### config.mk
export PLATFORM = sky130hd
export DESIGN_NAME = s3g_port_mux
export DESIGN_NICKNAME = d
export VERILOG_FILES = /design/src/rtl/s3g_port_mux.sv
export SDC_FILE = /design/constraint.sdc
export NUM_CORES = 1
export LEC_CHECK = 0
export BUFFER_PORTS_ARGS = -buffer_cell sky130_fd_sc_hd__buf_4
export CAP_MARGIN = 10
export CORE_UTILIZATION = 50
export DETAILED_ROUTE_END_ITERATION = 12
export PLACE_DENSITY = 0.76
export SYNTH_ARGS = -nofsm -noshare
export SYNTH_HDL_FRONTEND = slang
export SYNTH_SLANG_ARGS = --single-unit
### constraint.sdc
create_clock -name clk -period 6.44 [get_ports clk]
set_input_delay 0.966 -clock clk [delete_from_list [all_inputs] [get_ports clk]]
set_output_delay 0.966 -clock clk [all_outputs]
set_load 0.005 [all_outputs]
### src/rtl/s3g_port_mux.sv
// N-port UART front end: locks s3g_rx to the first port that sends SOF, routes s3g_tx replies to the requester or all ports.
// Latency: rx byte forwarded 1 cycle after its strobe; tx strobe 1 cycle after tx_wr. No backpressure: rx bytes are forwarded or dropped, tx_wr is ignored while busy.
module s3g_port_mux #(
    parameter int         NUM_PORTS    = 2,
    parameter logic [7:0] SOF_BYTE     = 8'hD5,
    parameter int         IDLE_TIMEOUT = 50000,
    parameter bit         TX_BROADCAST = 1'b0
) (
    input  logic                   clk,
    input  logic                   rst_n,
    input  logic [8*NUM_PORTS-1:0] port_rx_data,
    input  logic [NUM_PORTS-1:0]   port_rx_done,
    output logic [7:0]             port_tx_data,
    output logic [NUM_PORTS-1:0]   port_tx_wr,
    input  logic [NUM_PORTS-1:0]   port_tx_done,
    output logic [7:0]             rx_data,
    output logic                   rx_done,
    input  logic                   packet_done,
    input  logic                   packet_error,
    input  logic [7:0]             tx_data,
    input  logic                   tx_wr,
    output logic                   tx_done,
    output logic                   locked,
    output logic [2:0]             owner,
    output logic [2:0]             reply_port,
    output logic [15:0]            drop_count
);

    localparam int CW = $clog2(IDLE_TIMEOUT);

    typedef enum logic {ST_IDLE, ST_LOCKED} state_t;

    state_t               state_q, state_d;
    logic [2:0]           owner_q, owner_d;
    logic [2:0]           reply_q, reply_d;
    logic                 locked_q, locked_d;
    logic [7:0]           rx_data_q, rx_data_d;
    logic                 rx_done_q, rx_done_d;
    logic [CW-1:0]        idle_q, idle_d;
    logic [15:0]          drop_q, drop_d;
    logic [7:0]           ptx_data_q, ptx_data_d;
    logic [NUM_PORTS-1:0] ptx_wr_q, ptx_wr_d;
    logic [NUM_PORTS-1:0] mask_q, mask_d;
    logic [NUM_PORTS-1:0] seen_q, seen_d;
    logic                 busy_q, busy_d;
    logic                 tx_done_q, tx_done_d;

    logic [NUM_PORTS-1:0] cand, others, uni_mask, new_mask, seen_nxt;
    logic                 win_vld, owner_hit, timeout;
    logic [2:0]           win_idx;
    logic [7:0]           owner_byte;
    logic [3:0]           drop_inc;
    logic [16:0]          drop_sum;

    function automatic logic [3:0] popcnt(input logic [NUM_PORTS-1:0] v);
        logic [3:0] n;
        n = '0;
        for (int i = 0; i < NUM_PORTS; i++) n = n + {3'b000, v[i]};
        return n;
    endfunction

    // Descending scan so the lowest-index SOF candidate is the one left standing.
    always_comb begin
        cand       = '0;
        others     = '0;
        win_vld    = 1'b0;
        win_idx    = '0;
        owner_hit  = 1'b0;
        owner_byte = '0;
        for (int i = NUM_PORTS - 1; i >= 0; i--) begin
            cand[i] = port_rx_done[i] && (port_rx_data[8*i +: 8] == SOF_BYTE);
            if (cand[i]) begin
                win_vld = 1'b1;
                win_idx = 3'(i);
            end
            if (owner_q == 3'(i)) begin
                owner_hit  = port_rx_done[i];
                owner_byte = port_rx_data[8*i +: 8];
            end else begin
                others[i] = port_rx_done[i];
            end
        end
    end

    assign timeout = !owner_hit && (idle_q == CW'(IDLE_TIMEOUT - 1));

    always_ff @(posedge clk or negedge rst_n) begin
        if (!rst_n) state_q <= ST_IDLE;
        else        state_q <= state_d;
    end

    always_comb begin
        state_d = state_q;
        case (state_q)
            ST_IDLE:   if (win_vld) state_d = ST_LOCKED;
            ST_LOCKED: if (packet_done || packet_error || timeout) state_d = ST_IDLE;
            default:   state_d = ST_IDLE;
        endcase
    end

    always_comb begin
        owner_d   = owner_q;
        reply_d   = reply_q;
        rx_data_d = rx_data_q;
        rx_done_d = 1'b0;
        idle_d    = idle_q;
        drop_inc  = '0;
        case (state_q)
            ST_IDLE: begin
                if (win_vld) begin
                    owner_d   = win_idx;
                    reply_d   = win_idx;
                    rx_data_d = SOF_BYTE;
                    rx_done_d = 1'b1;
                    idle_d    = '0;
                    drop_inc  = popcnt(cand) - 4'd1;
                end
            end
            ST_LOCKED: begin
                drop_inc = popcnt(others);
                if (owner_hit) begin
                    rx_data_d = owner_byte;
                    rx_done_d = 1'b1;
                    idle_d    = '0;
                end else begin
                    idle_d    = idle_q + CW'(1);
                end
                if (state_d == ST_IDLE) idle_d = '0;
            end
            default: ;
        endcase
        locked_d = (state_d == ST_LOCKED);
        drop_sum = {1'b0, drop_q} + {13'd0, drop_inc};
        drop_d   = drop_sum[16] ? 16'hFFFF : drop_sum[15:0];
    end

    always_comb begin
        for (int i = 0; i < NUM_PORTS; i++) uni_mask[i] = (reply_q == 3'(i));
        new_mask   = TX_BROADCAST ? {NUM_PORTS{1'b1}} : uni_mask;
        seen_nxt   = seen_q | (port_tx_done & mask_q);
        ptx_data_d = ptx_data_q;
        ptx_wr_d   = '0;
        mask_d     = mask_q;
        seen_d     = seen_q;
        busy_d     = busy_q;
        tx_done_d  = 1'b0;
        if (!busy_q) begin
            if (tx_wr) begin
                ptx_data_d = tx_data;
                mask_d     = new_mask;
                ptx_wr_d   = new_mask;
                seen_d     = '0;
                busy_d     = 1'b1;
            end
        end else if (seen_nxt == mask_q) begin
            tx_done_d = 1'b1;
            busy_d    = 1'b0;
            seen_d    = '0;
        end else begin
            seen_d = seen_nxt;
        end
    end

    always_ff @(posedge clk or negedge rst_n) begin
        if (!rst_n) begin
            owner_q    <= '0;
            reply_q    <= '0;
            locked_q   <= 1'b0;
            rx_data_q  <= '0;
            rx_done_q  <= 1'b0;
            idle_q     <= '0;
            drop_q     <= '0;
            ptx_data_q <= '0;
            ptx_wr_q   <= '0;
            mask_q     <= '0;
            seen_q     <= '0;
            busy_q     <= 1'b0;
            tx_done_q  <= 1'b0;
        end else begin
            owner_q    <= owner_d;
            reply_q    <= reply_d;
            locked_q   <= locked_d;
            rx_data_q  <= rx_data_d;
            rx_done_q  <= rx_done_d;
            idle_q     <= idle_d;
            drop_q     <= drop_d;
            ptx_data_q <= ptx_data_d;
            ptx_wr_q   <= ptx_wr_d;
            mask_q     <= mask_d;
            seen_q     <= seen_d;
            busy_q     <= busy_d;
            tx_done_q  <= tx_done_d;
        end
    end

    assign port_tx_data = ptx_data_q;
    assign port_tx_wr   = ptx_wr_q;
    assign rx_data      = rx_data_q;
    assign rx_done      = rx_done_q;
    assign tx_done      = tx_done_q;
    assign locked       = locked_q;
    assign owner        = owner_q;
    assign reply_port   = reply_q;
    assign drop_count   = drop_q;

endmodule

==> flow_summary.toml <==
[place]
place_area_um2 = 3600
port_buffers = 71
dp_hpwl_um = 4760
gp_congestion = 0.844

[sta]
fmax_mhz = 285
tightest_slew_ns = 0.955
finalClockSkew_ns = 0.00988
final_max_slew_viol_count = 0
slew_headroom_pct = 36.0
tns_ns = 0
rsz0062_at_grt = "false"
min_period_ns = 3.51
hold-worst-slack_ns = 0.479
setup_viol = 0
finalHoldViolCount = 0
finalCritPeriodShare_pct = 54.5

[clock_network]
cts.sinks = 59
cts-hold-fix-buffers = 0
cts-resized-gates = 0
cts_buffers = 9
tritoncts = "done"
insertion_delay_ns = 0.33
cts-root-buf = "clkbuf_8"
cts_buffer_depth = 2
htree_levels = 3
clk_pin_slew_ns = 0.07
cts_setup_buffers = 0

[floorplanning]
die_h_um = 79.8
core_um2 = 5680
dieArea_um2 = 6360
start_util_pct = 53.3
die_w_um = 79.8
num_rows = 27
io_pins = 76

[route]
drtPass1Iterations = 4
vias_per_cell = 5.55
ant_nets = 0
drcViolationCount = 0
wl_per_cell_um = 14.2
via_count = 2587
drtIter0Drc = 128
routed_wl_um = 6600

[cells_and_area]
nets = 428
area_growth_pct = 26.4
fin_util_pct = 67.4
fin_area_um2 = 3820
antennaDiodeCount = 0
drive_gt1_share_pct = 23.6

[status]
status = "finished clean"

[critical_path]
rr_startpoint = "locked"
reg2reg_depth = 9
crit_end = "drop_count[1]"
start_kind = "primary input"
cpMostUsedCell = "nand3_1"
crit_path_start = "port_rx_data[1]"
crit_arrival_ns = 3.76
endpoint_kind = "register"
critPathMaxStageDelay_ns = 0.58
cp.required_ns = 6.69
crit_fanout = 12
r2r_slack_ns = 3.49
crit_slowest_cell = "nor4_1"
crit_chain = "buf_4 -> nand4b_1 -> nor4_1 -> nand2_1 -> o21ai_0 -> ha_1 -> fa_1 -> nand3_1 -> a21oi_1 -> nand3_1 -> nand2b_1"
critical_path_class = "primary input to register"
reg2reg_to = "drop_count[1]"

[global_route]
track_usage_pct = 23.0
grt_first_pass_wirelength_um = 11300
grt_pass1_vias = 2499
gr-total-overflow = 0
grt_max_degree = 60
antenna_found_initial = 0

[yosys]
syn-cell-area_um2 = 3020
ys_types = 47
synth.top_cell.area_share_pct = 48.8
synth-edff-count = 0
synth_area_per_cell_um2 = 9.60
ys_ff_latch = 59
synth_most_common_cell = "dfrtp_1"
yosys.area.top_type = "dfrtp_1"
synth_common_cells = "59 x dfrtp_1, 51 x nand2_1, 21 x a21oi_1, 19 x nand3_1, 17 x mux2i_1"
synth_cells = 315
synthTopCellsByArea = "dfrtp_1 49%, nand2_1 6.3%, mux2i_1 5.6%"
synth-seq-area-share_pct = 48.8
async_flop_share_pct = 100
ys.flop_type = "dfrtp_1"
yosys_warnings = 0

[power]
leakagePower_nw = 1.87
fin_total_pwr_w = 0.00126
pwr-share-clk_pct = 30.1
comb_power_share_pct = 27.7
p_sw_w = 0.000375
switching_share_pct = 29.6
p_seq_share_pct = 42.2
peakVddDrop_v = 0.000162
internal_power_w = 0.000889
power_density_nw_per_um2 = 331

[flow_run]
drv_cap = 0

[hold_path]
hp-start = "port_tx_data[3]"
hold_class = "register to register"
-- placed cells by master (no fill, tap or decap), types with 3 or more instances in the layout --
cell	n
a21o_1	5
a21oi_1	21
a22o_1	3
a2bb2oi_1	5
and2_1	3
and3_1	7
and4_1	3
buf_4	71
clkbuf_8	11
clkinv_2	3
conb_1	8
dfrtp_1	59
ha_1	5
inv_1	12
mux2i_1	17
nand2_1	51
nand2b_1	5
nand3_1	19
nand3b_1	3
nand4_1	8
nor2_1	16
nor3_1	7
nor4_1	3
o21ai_0	11
o22ai_1	3
xnor2_1	3
xor2_1	6
-- stage by stage --
stage               cells  worst slack [ns]
CTS                   466              2.91
global route          466              2.65
floorplan             322              3.38
detailed placement    450              2.59
global placement      450              2.78
finish                466              2.93
-- how the worst min path moves through the flow --
stage	cells after the start	to	slack, ns
3_3_place_gp	2	port_tx_data[3]	0.46
4_1_cts	2	port_tx_data[7]	0.48
5_1_grt	2	port_tx_data[7]	0.51
3_5_place_dp	2	port_tx_data[7]	0.47
6_report	2	port_tx_data[3]	0.48
2_1_floorplan	2	port_tx_data[0]	0.47
-- power groups by stage --
| stage | logic (W) | clock network (W) | registers [W] |
|---|---|---|---|
| after floorplan | 0.000178 | 0 | 0.000531 |
| after global routing | 0.000391 | 0.000404 | 0.000545 |
| after CTS | 0.000351 | 0.000386 | 0.000533 |
| after global placement | 0.000341 | 0 | 0.000536 |
| final | 0.000350 | 0.000381 | 0.000533 |
| after detailed placement | 0.000350 | 0 | 0.000539 |
-- kinds of logic after synthesis --
kind of cell               after synthesis  share of synthesized area (%)
other                                    1                          0.124
adders and majority gates                6                           2.73
and+or+nand+nor                        140                           24.0
buffers and inverters                   27                           4.18
muxes                                   18                           6.00
xor gates and xnor gates                 9                           2.61
AOI/OAI and AO/OA                       55                           11.5
DFF                                     59                           48.8
-- critical path, delay by kind of cell --
kind | cells | cell delay, ns
adders and majority gates | 2 | 0.44
AOI/OAI and AO/OA | 2 | 0.57
buffers and inverters | 1 | 0.11
and+or+nand+nor | 6 | 1.66
-- area by class of cell --
type / count / area [um^2]
flip-flops and latches: 59 / 1480
inverters: 12 / 45.0
clock buffers: 11 / 151
clock inverters: 5 / 75.1
fillers: 456 / 1850
multi-input cells: 236 / 1450
repair buffers: 71 / 533
well taps: 72 / 90.1
-- metal layers --
layer  routed length, um  share of wire, %  GRT usage (%)  up-vias
li1                    -                 -              -     1257
met1                3010                46           30.3     1227
met2                3110                47           37.4       91
met3                 364               5.5           3.54       12
met4                 117               1.8           10.0        0
met5                   0                 0              0        -
-- sequential cells by signal, indices dropped and copies added, names as in the netlist --
signal	flops
busy_q	1
drop_count	16
idle_q	16
locked	1
mask_q	2
port_tx_data	8
port_tx_wr	2
reply_port	1
rx_data	8
rx_done	1
seen_q	2
tx_done	1
(Power assumes the default switching activity.)
